File: src/rtl/floor_call_dispatcher.sv
// floor_call_dispatcher: latches landing calls and dispatches the
// next target floor to the car controller using SCAN ordering.
module floor_call_dispatcher #(
   parameter int N_FLOORS    = 4,
   parameter int DWELL_TICKS = 2,
   parameter int SYNC_STAGES = 2
) (
   input  logic                clk,
   input  logic                rst_n,
   input  logic                tick,
   input  logic [N_FLOORS-1:0] call_btn,
   input  logic [N_FLOORS-1:0] present_floor,
   output logic [N_FLOORS-1:0] requested_floor,
   output logic [N_FLOORS-1:0] pending,
   output logic                dir_up,
   output logic                busy,
   output logic                arrived,
   output logic                err_floor
);

   localparam int DW = $clog2(DWELL_TICKS + 1);
   localparam logic [N_FLOORS-1:0] ONE = 1;
   localparam logic [DW-1:0] DW_ONE = 1;
   localparam logic [DW-1:0] DW_LOAD = DW'(DWELL_TICKS);

   localparam logic [1:0] S_IDLE   = 2'd0;
   localparam logic [1:0] S_MOVING = 2'd1;
   localparam logic [1:0] S_DWELL  = 2'd2;

   logic [N_FLOORS-1:0] sync_q [SYNC_STAGES];
   logic [N_FLOORS-1:0] sync_d [SYNC_STAGES];
   logic [N_FLOORS-1:0] edge_q, edge_d;
   logic [N_FLOORS-1:0] pending_q, pending_d;
   logic [N_FLOORS-1:0] req_q, req_d;
   logic                dir_q, dir_d;
   logic [1:0]          state_q, state_d;
   logic [DW-1:0]       dwell_q, dwell_d;
   logic                arrived_q, arrived_d;

   logic [N_FLOORS-1:0] rise, set_m, clr_m;
   logic                pos_ok;
   int                  cur_i, up_idx, dn_idx;
   logic                up_hit, dn_hit;

   // Button synchronizer chain and rising-edge detect
   always_comb begin
      sync_d[0] = call_btn;
      for (int i = 1; i < SYNC_STAGES; i++) begin
         sync_d[i] = sync_q[i-1];
      end
      edge_d = sync_q[SYNC_STAGES-1];
      rise   = sync_q[SYNC_STAGES-1] & ~edge_q;
   end

   // Decode car position and search pending calls either side of it
   always_comb begin
      pos_ok = (present_floor != '0) &&
               ((present_floor & (present_floor - ONE)) == '0);
      cur_i = 0;
      for (int i = 0; i < N_FLOORS; i++) begin
         if (present_floor[i]) cur_i = i;
      end
      up_hit = 1'b0;
      up_idx = 0;
      for (int i = N_FLOORS - 1; i >= 0; i--) begin
         if (pending_q[i] && i > cur_i) begin
            up_hit = 1'b1;
            up_idx = i;
         end
      end
      dn_hit = 1'b0;
      dn_idx = 0;
      for (int i = 0; i < N_FLOORS; i++) begin
         if (pending_q[i] && i < cur_i) begin
            dn_hit = 1'b1;
            dn_idx = i;
         end
      end
   end

   // Dispatch FSM; an invalid position freezes everything but capture
   always_comb begin
      state_d   = state_q;
      req_d     = req_q;
      dir_d     = dir_q;
      dwell_d   = dwell_q;
      arrived_d = 1'b0;
      set_m     = rise;
      clr_m     = '0;
      if (pos_ok) begin
         case (state_q)
            S_IDLE: begin
               req_d = present_floor;
               if ((pending_q & present_floor) != '0) begin
                  clr_m     = present_floor;
                  arrived_d = 1'b1;
                  dwell_d   = DW_LOAD;
                  state_d   = S_DWELL;
               end else if (pending_q != '0) begin
                  state_d = S_MOVING;
                  if (dir_q) begin
                     if (up_hit) begin
                        req_d = ONE << up_idx;
                     end else begin
                        req_d = ONE << dn_idx;
                        dir_d = 1'b0;
                     end
                  end else begin
                     if (dn_hit) begin
                        req_d = ONE << dn_idx;
                     end else begin
                        req_d = ONE << up_idx;
                        dir_d = 1'b1;
                     end
                  end
               end
            end
            S_MOVING: begin
               if (present_floor == req_q) begin
                  clr_m     = present_floor;
                  arrived_d = 1'b1;
                  dwell_d   = DW_LOAD;
                  state_d   = S_DWELL;
               end else if ((pending_q & present_floor) != '0) begin
                  req_d = present_floor;
               end else if (dir_q && up_hit) begin
                  req_d = ONE << up_idx;
               end else if (!dir_q && dn_hit) begin
                  req_d = ONE << dn_idx;
               end
            end
            S_DWELL: begin
               req_d = present_floor;
               set_m = rise & ~present_floor;
               if (tick) begin
                  if (dwell_q <= DW_ONE) begin
                     dwell_d = '0;
                     state_d = S_IDLE;
                  end else begin
                     dwell_d = dwell_q - DW_ONE;
                  end
               end
            end
            default: state_d = S_IDLE;
         endcase
      end
      pending_d = (pending_q | set_m) & ~clr_m;
   end

   // State registers
   always_ff @(posedge clk or negedge rst_n) begin
      if (!rst_n) begin
         for (int i = 0; i < SYNC_STAGES; i++) sync_q[i] <= '0;
         edge_q    <= '0;
         pending_q <= '0;
         req_q     <= ONE;
         dir_q     <= 1'b1;
         state_q   <= S_IDLE;
         dwell_q   <= '0;
         arrived_q <= 1'b0;
      end else begin
         for (int i = 0; i < SYNC_STAGES; i++) sync_q[i] <= sync_d[i];
         edge_q    <= edge_d;
         pending_q <= pending_d;
         req_q     <= req_d;
         dir_q     <= dir_d;
         state_q   <= state_d;
         dwell_q   <= dwell_d;
         arrived_q <= arrived_d;
      end
   end

   assign requested_floor = req_q;
   assign pending         = pending_q;
   assign dir_up          = dir_q;
   assign busy            = (state_q != S_IDLE);
   assign arrived         = arrived_q;
   assign err_floor       = ~pos_ok;

endmodule

File: config.mk
export PLATFORM = sky130hd
export DESIGN_NAME = floor_call_dispatcher
export DESIGN_NICKNAME = d
export VERILOG_FILES = /design/src/rtl/floor_call_dispatcher.sv
export SDC_FILE = /design/constraint.sdc
export NUM_CORES = 1
export LEC_CHECK = 0
export ABC_CLOCK_PERIOD_IN_PS = 3450
export CAP_MARGIN = 10
export CORE_ASPECT_RATIO = 1.5
export CORE_MARGIN = 3
export CORE_UTILIZATION = 50
export DETAILED_ROUTE_END_ITERATION = 6
export PLACE_DENSITY = 0.84
export SYNTH_ARGS = -nofsm -noshare
export SYNTH_HDL_FRONTEND = slang
export SYNTH_SLANG_ARGS = --single-unit
File: constraint.sdc
create_clock -name clk -period 3.45 [get_ports clk]
set_clock_uncertainty 0.05 [all_clocks]
set_input_delay 0.69 -clock clk [delete_from_list [all_inputs] [get_ports clk]]
set_output_delay 0.69 -clock clk [all_outputs]
set_load 0.02 [all_outputs]
; Word level (Yosys, flattened, before mapping)
; Cells that the tools add are included.
[word_totals]
regBits = 26
inputBits = 11
out_inout_bits = 12
wordCells = 117
[op_classes]
add_sub_neg = 2
magnitude_cmp = 9
eq_ne = 10
n_shift = 2
n_mux = 51
bitwise_logic = 11
n_reduce_logical = 23
[op_table]
columns = operator, count
row1 = $mux 32, 7
row2 = $gt 3x32->1 const A, 2
row3 = $lt 3x32->1 const A, 2
row4 = $shl 1x32->4 const A, 2
row5 = $mux 4, 14
row6 = $gt 1x32->1 const A, 1
row7 = $gt 2x32->1 const A, 1
row8 = $lt 1x32->1 const A, 1
row9 = $lt 2x32->1 const A, 1
row10 = $and 4x4->4, 5
row11 = $mux 2, 9
row12 = $mux 1, 16
row13 = $not 4->4, 3
row14 = $pmux 2 s3, 2
row15 = $pmux 4 s3, 1
row16 = $reduce_bool 4->1, 3
row17 = $logic_and 1x1->1, 11
row18 = $ne 2x2->1 const B, 5
row19 = $reduce_and 5->1, 2
row20 = $pmux 4 s2, 1
row21 = $reduce_and 4->1, 2
row22 = $eq 4x4->1, 1
row23 = $logic_not 4->1, 1
row24 = $ne 4x4->1 const B, 1
row25 = 13 further kinds, 14

; Depth between registers and ports, before layout
; Gate-level depths: netlist (run 1).
[logic_depth]
word_depth = 15
mapped_depth = 8
depth_no_buf = 7

; Worst setup path after synthesis (run 1)
; OpenSTA, ideal clock, no wires.
[synth_path]
path_kind = input to register
startpoint = input present_floor[0]
endpoint = register req_q[1], in the netlist requested_floor[1]
setup_time_ns = 0.128
arrival_time_ns = 2.267
required_ns = 3.272
path_slack_ns = 1.005
path_stages = 6
n_path_buf = 1
path_cell_list = buf_6 -> or3b_1 -> o211ai_2 -> nand2_1 -> a2111o_1 -> mux2_1
[synth_between]
elab_chain_cells = 5
word_cells_on_any_way = 15
classes_between = 1 x add/sub / 3 x eq/ne / 4 x mux / 2 x bitwise / 5 x reduce/logical
[synth_lines]
columns = element, line_no
row1 = "start, declared", 12  ; input logic [N_FLOORS-1:0] present_floor,
row2 = $sub 4x1->4 / $and 4x4->4 (equally long branches), "58, 94, 124"
row3 = $and 4x4->4 / $reduce_bool 4->1 (equally long branches), "58, 94, 124"
row4 = $logic_not 4->1 / $mux 4 (equally long branches), "58, 124"
row5 = $logic_and 1x1->1 / $mux 4 (equally long branches), "57, 119"
row6 = $reduce_and 4->1 (no source line) / $pmux 4 s3 (equally long branches), --
row7 = "end signal, assigned", 165  ; req_q <= req_d;
row8 = "end, declared", 34  ; logic [N_FLOORS-1:0] req_q, req_d;
; Several ways; a longest one is shown, not always the timed one. The select of a mux whose other input is x is not followed.
; A chain may end at the register's enable or synchronous reset.

; Worst setup path in the final report (run 1)
[layout_path]
startpoint = input present_floor[1]
endpoint = output err_floor
[layout_between]
elab_chain_cells = 5
word_cells_on_any_way = 6
classes_between = 1 x add/sub / 2 x bitwise / 3 x reduce/logical
[layout_lines]
columns = element, line_no
row1 = $sub 4x1->4, 58  ; ((present_floor & (present_floor - ONE)) == '0);
row2 = $and 4x4->4, 58
row3 = $logic_not 4->1, 58
row4 = $logic_and 1x1->1 *, 57  ; pos_ok = (present_floor != '0) &&
row5 = $not 1->1 *, 178  ; assign err_floor = ~pos_ok;
row6 = "end, declared", 18  ; output logic err_floor
; Mark *: on every way between the ends. The rest lies on a longest branch, timed or not.

==> results.md, run 1 <==
* Outcome: completed
* FF-to-FF Start: pending[1]
* CP Capture Type: output pin
* Final worst path period share at 0.9071
* Post-Route WL at 3.886 mm
* Adder-cell share of the synthesized area at 0.03108
* Ranking of synthesized cells by area: dfrtp_1 37%, a21oi_1 3.4%, dfstp_2 3.3%
* Slew @ Worst Pin at 1097 ps
* Multi-input logic area at 833.3 um^2
* Core Util, Final at 0.6446
* H-tree levels at 1
* Ant. Diodes at 0
* Crit path from: present_floor[1]
* Syn Inst Count at 163
* Dpl hpwl at 2.856 mm
* CTS max path bufs at 2
* Area after DPL at 0.001864 mm^2
* RR Endpoint: requested_floor[1]
* Vias per inst at 6.251
* Crit path to: err_floor
* CP startpoint kind: input port
* 1st-pass router iterations at 4
* Hold depth at 0
* Layout area overhead at 20.20%
* PostCTS Resize Cnt at 0
* Initial antenna violation count at 0
* Gr usage total at 0.2217
* Routed Antenna Nets at 0
* Leakage at 0.7854 nW
* Most frequent cells in the layout: 24 x dfrtp_1, 22 x clkdlybuf4s50_1, 11 x inv_1, 11 x a21oi_1, 9 x buf_4
* Final hold viol count at 0
* XOR/XNOR share of the synthesized area at 0.02720
* Most common cell after layout, fill and taps aside: dfrtp_1
* Wire per inst at 17.43 um
* Largest family of logic cells by synthesized area: compound AO/OA/AOI/OAI gates
* RSZ-0062 raised after global routing: no
* Vias in the first global route at 1,424
* Sequential cell area at 653.1 um^2
* Area share of the largest cell type after synthesis at 0.3730
* Synth cell types at 55
* Setup CP Type: in -> out
* DIE AREA at 0.003952 mm^2
* I/O pins at 23
* Synth Register Bits at 26
* Syn. warnings at 0
* Routability cong. at 0.9339
* Hold buffers post-CTS at 0
* Reg clk slew, reported paths at 80 ps
* Vias at 1,394
* Global-route wire length before repair at 6.548 mm
* CTS tree: yes
* Largest net degree at the start of global routing at 27
* Setup bufs post-CTS at 0
* CP arrival at 2390 ps
* Non-Filler Instances at 223
* Fmax at 319.5 MHz
* Cell taking the most area after synthesis: dfrtp_1
* DR iter-0 viols at 53
* Synth Area in Simple Gates at 0.1678
* Placeable Area at 0.003003 mm^2
* Layout cells sized above 1 at 0.1304
* # setup viols final at 0
* Peak supply drop at 552.4 uV
* Cell area after synthesis at 0.001610 mm^2
* Clk root buf: clkbuf_8
* Share of the yosys chip area belonging to registers at 0.4056
* PwrDens at 823.3 mW/mm^2
* Slew HR at 0.2662
* Main synth FF type: dfrtp_1
* Period minus WS final at 3130 ps
* Sink Count at 26
* Mean Syn Cell Area at 9.879 um^2
* Multiplexer share of the synthesized area at 0.04351
* Crit Path Max Fanout at 5
* Cts bufs inserted at 3
* MaxCap Viol Count at 0
* Post-synth EDFFs at 0
* Min-delay worst type: reg -> reg
* Worst EP required at 2710 ps
* Initial core utilization at 0.5362
* Design Area, Final at 0.001936 mm^2
* Async set-reset flop share out of synthesis at 1.000
* Std cell rows at 24
* Clk_lat worst skew at 280 ps
* Inst Count DP at 219
* Die extent in x at 52.34 um
* Total global routing overflow at 0
* Port Buffer Count at 22
* Synth Area in Compound Gates at 0.2479
* Sum of negative setup slack at 0 ps
* Die Height at 75.51 um
* Nets at 200
* Fillers at 250
* R2R Setup Slk at 1150 ps
* DRC viols at 0
* R2R depth at 5
* Synthesized Nets at 178
* Slew Viols, Final at 0
==> power by group <==
part / switching, W / internal [W]
clock network: 0.000100 / 0.000155
logic: 0.000434 / 0.000378
registers: 0.000129 / 0.000397
total: 0.000663 / 0.000930
==> flip-flops by register name, indices dropped and copies added, names as in the netlist <==
register and cells:
arrived 1, sync_d 4, dir_up 1, edge_d 4, state_q 2, requested_floor 4, dwell_q 2, pending 4
edge_q 4
==> stage by stage <==
stage / hold WS (ps) / setup WS, ps / total power [W]
detailed placement: 286.3 / 303.8 / 0.001333
CTS: 306.6 / 318.2 / 0.001592
global placement: 282.3 / 293.0 / 0.001311
floorplan: 281.2 / 1005 / 0.001069
finish: 304.7 / 320.4 / 0.001594
global route: 317.7 / 251.0 / 0.001696
==> critical path, stage by stage <==
cell	delay, ps
clkdlybuf4s50_1	480
or3b_1	400
o211ai_2	140
nand2_1	110
clkdlybuf4s50_1	560
==> Yosys cell counts, types with 2 or more instances <==
library cell and n:
a211oi_1 2, mux2_1 4, nor2_1 4, buf_6 3
nand3_1 8, inv_1 11, o21ai_0 4, a22oi_1 3
xor2_1 4, nor3_1 2, nand4_1 5, ha_1 4
a21boi_0 2, a21oi_1 11, nor3b_1 2, nand2b_1 4
a2bb2oi_1 4, dfstp_2 2, or3b_1 2, o21bai_1 2
clkbuf_1 4, a22oi_2 2, a31oi_1 6, nor2b_1 5
o22ai_1 2, dfrtp_1 24, a2111o_1 2, buf_2 6
nand2_1 3
==> cell type report <==
class | count | share of cell area
clock inverter | 1 | 0.01551
inverter | 11 | 0.02133
sequential | 26 | 0.3374
clock buffer | 3 | 0.02133
tap | 39 | 0.02521
multi-input combinational | 112 | 0.4305
timing repair buffer | 31 | 0.1487
==> metal layers <==
metal | track usage | up-vias | part of all wire
met5 | 0 | - | 0
met4 | 0.1250 | 0 | 0.031
li1 | - | 652 | -
met2 | 0.3771 | 42 | 0.53
met1 | 0.2735 | 689 | 0.40
met3 | 0.01957 | 11 | 0.039
==> logic make-up after synthesis <==
family / Yosys count
AND/OR/NAND/NOR: 44
buffers and inverters: 25
AO/OA/AOI/OAI: 53
XOR/XNOR: 5
flip-flops: 26
multiplexers: 6
adder cells (fa/ha/maj): 4
==> worst min-delay path by stage <==
| stage | slack (ps) | start | end |
|---|---|---|---|
| floorplan | 280 | sync_d[0] | edge_d[0] |
| global placement | 280 | sync_d[1] | edge_d[1] |
| detailed placement | 290 | sync_d[1] | edge_d[1] |
| CTS | 310 | sync_d[1] | edge_d[1] |
| global route | 320 | sync_d[1] | edge_d[1] |
| finish | 300 | sync_d[1] | edge_d[1] |
Power figures use the tool's default switching activity.
==> inputs of run 2 (changes only) <==
--- a/config.mk
+++ b/config.mk
@@ -10,8 +10,10 @@
 export CORE_ASPECT_RATIO = 1.5
 export CORE_MARGIN = 3
 export CORE_UTILIZATION = 50
+export CTS_CLUSTER_SIZE = 10
 export DETAILED_ROUTE_END_ITERATION = 6
-export PLACE_DENSITY = 0.84
+export DONT_BUFFER_PORTS = 1
+export PLACE_DENSITY = 0.75
 export SYNTH_ARGS = -nofsm -noshare
 export SYNTH_HDL_FRONTEND = slang
 export SYNTH_SLANG_ARGS = --single-unit
==> run 2 against run 1 <==
Net effect:
- worst hold slack worse by 250 ps
- die area stayed put
- combinational power shrank 27%
- critical path type is now reg -> reg
- critical endpoint is now requested_floor[3]
==> results.md, run 2 (synthesis results as in run 1) <==
* Switch share at 0.4420 (+0.02576)
* CP Capture Type: register
* Clk root buf: clkbuf_8
* CP Cell Sequence: nand2b_1, a211oi_1, a211oi_1, a2111o_1, mux2_1
* Reg clk slew, reported paths at 90 ps (about the same)
* Crit path from: pending[1]
* Crit Path Max Fanout at 11 (+6)
* Layout cells sized above 1 at 0.09804 (-0.03240)
* Routed Antenna Nets at 0 (unchanged)
* Layout area overhead at 2.331%
* I/O pins at 23 (unchanged)
* Initial core utilization at 0.5362 (unchanged)
* Std cell rows at 24 (unchanged)
* Routability cong. at 0.9484 (+1.6%)
* MaxCap Viol Count at 0 (unchanged)
* Internal power at 0.0008131 W (-13%)
* Top cell by count, worst path: a211oi_1
* Die Height at 75.51 um (unchanged)
* Net Sw Power at 0.0006440 W (-2.9%)
* Total global routing overflow at 0 (unchanged)
* Die extent in x at 52.34 um (unchanged)
* Setup CP Type: reg -> reg
* Sum of negative setup slack at 0 ps (unchanged)
* # setup viols final at 0 (unchanged)
* CP arrival at 2560 ps (+170 ps)
* RR Endpoint: requested_floor[3]
* H-tree levels at 1 (unchanged)
* FF-to-FF Start: pending[1]
* Dpl hpwl at 2.728 mm (-4.5%)
* Vias at 1,265 (-9.3%)
* Inst Count DP at 188 (-14%)
* Comb power frac at 0.409 (-0.100)
* Wire per inst at 19.26 um (+10%)
* RSZ-0062 raised after global routing: no
* Period minus WS final at 2456 ps (-673.5 ps)
* Ant. Diodes at 0 (unchanged)
* Slew Viols, Final at 0 (unchanged)
* Port Buffer Count at 0 (-100%)
* Max incr delay on CP at 690 ps (+130 ps)
* Sequential share of power at 0.420 (+0.090)
* Largest net degree at the start of global routing at 27 (unchanged)
* Placeable Area at 0.003003 mm^2 (unchanged)
* Gr usage total at 0.2034 (-0.01825)
* PwrDens at 884.2 mW/mm^2 (+7.4%)
* DIE AREA at 0.003952 mm^2 (unchanged)
* Peak supply drop at 537.9 uV (-2.6%)
* CP max-delay cell: dfrtp_1
* PostCTS Resize Cnt at 0 (unchanged)
* R2R depth at 5 (unchanged)
* Hold buffers post-CTS at 0 (unchanged)
* Slew HR at 0.5963 (+0.3301)
* R2R Setup Slk at 990 ps (-160 ps)
* Fmax at 407.2 MHz (+27%)
* Final worst path period share at 0.7119 (-0.1952)
* Initial antenna violation count at 0 (unchanged)
* Worst EP required at 3560 ps (+850 ps)
* CP startpoint kind: register
* Clock network fraction of design power at 0.171 (+0.011)
* CTS max path bufs at 2 (unchanged)
* Clk_lat worst skew at 270 ps (about the same)
* Final hold viol count at 0 (unchanged)
* Non-Filler Instances at 192 (-14%)
* CTS tree: yes
* Most frequent cells in the layout: 24 x dfrtp_1, 11 x inv_1, 11 x a21oi_1
* Vias in the first global route at 1,240 (-13%)
* Post-Route WL at 3.697 mm (-4.9%)
* Min-delay worst type: in -> async
* Nets at 169 (-16%)
* Setup bufs post-CTS at 0 (unchanged)
* Most common cell after layout, fill and taps aside: dfrtp_1
* Cts bufs inserted at 3 (unchanged)
* Sink Count at 26 (unchanged)
* Crit path to: requested_floor[3]
* DR iter-0 viols at 53 (unchanged)
* Slew @ Worst Pin at 605.6 ps (-491.7 ps)
* Leakage at 0.6557 nW (-17%)
* Vias per inst at 6.589 (+5.4%)
* Global-route wire length before repair at 6.030 mm (-7.9%)
* DRC viols at 0 (unchanged)
* Outcome: completed
* 1st-pass router iterations at 4 (unchanged)
[run 2: cell types whose count changed in the layout (fill, tap and decap cells not counted), sizes merged]
cell           previous run  this run
clkdlybuf4s50            22         0
buf                       9         0
[run 2: metrics by stage]
step / instance area (um^2) / power, W / setup slack (ps) / util / hold slack (ps)
after global routing: 1648 / 0.001544 / 875.5 / 0.5488 / 35.23
after global placement: 1577 / 0.001186 / 1047 / 0.5250 / 283.1
final: 1648 / 0.001457 / 994.0 / 0.5488 / 52.86
after detailed placement: 1577 / 0.001203 / 948.9 / 0.5250 / 285.5
after floorplan: 1610 / 0.001069 / 1005 / - / 281.2
after CTS: 1648 / 0.001457 / 1005 / 0.5488 / 47.34
[run 2: layout make-up]
type,count,area [um^2]
clock buffers,3,41.29
clock inverters,1,30.03
fillers,282,1355
inverters,11,41.29
multi-input cells,112,833.3
flip-flops and latches,26,653.1
well taps,39,48.80
[run 2: power by group through the flow]
| stage | Sequential [W] | Clock, W | Combinational, W |
|---|---|---|---|
| floorplan | 0.000520 | 0 | 0.000548 |
| global placement | 0.000613 | 0 | 0.000574 |
| detailed placement | 0.000615 | 0 | 0.000588 |
| CTS | 0.000609 | 0.000256 | 0.000592 |
| global route | 0.000627 | 0.000266 | 0.000650 |
| finish | 0.000611 | 0.000250 | 0.000596 |
[run 2: how the worst min path moves through the flow]
stage / start / to
global placement: sync_d[0] / edge_d[0]
floorplan: sync_d[0] / edge_d[0]
detailed placement: sync_d[2] / edge_d[2]
finish: rst_n / state_q[1]
CTS: rst_n / state_q[1]
global route: rst_n / pending[1]
[run 2: worst max-delay path: cells and delay by family (launching register included)]
family / cells / cell delay [ps]
simple gates: 1 / 200
compound gates: 3 / 1050
mux: 1 / 350
flops: 1 / 690
[run 2: routing by layer]
layer	global-route usage	part of all wire
met3	0.02740	0.044
met2	0.3536	0.51
met1	0.2459	0.40
met4	0.09659	0.041
met5	0	0
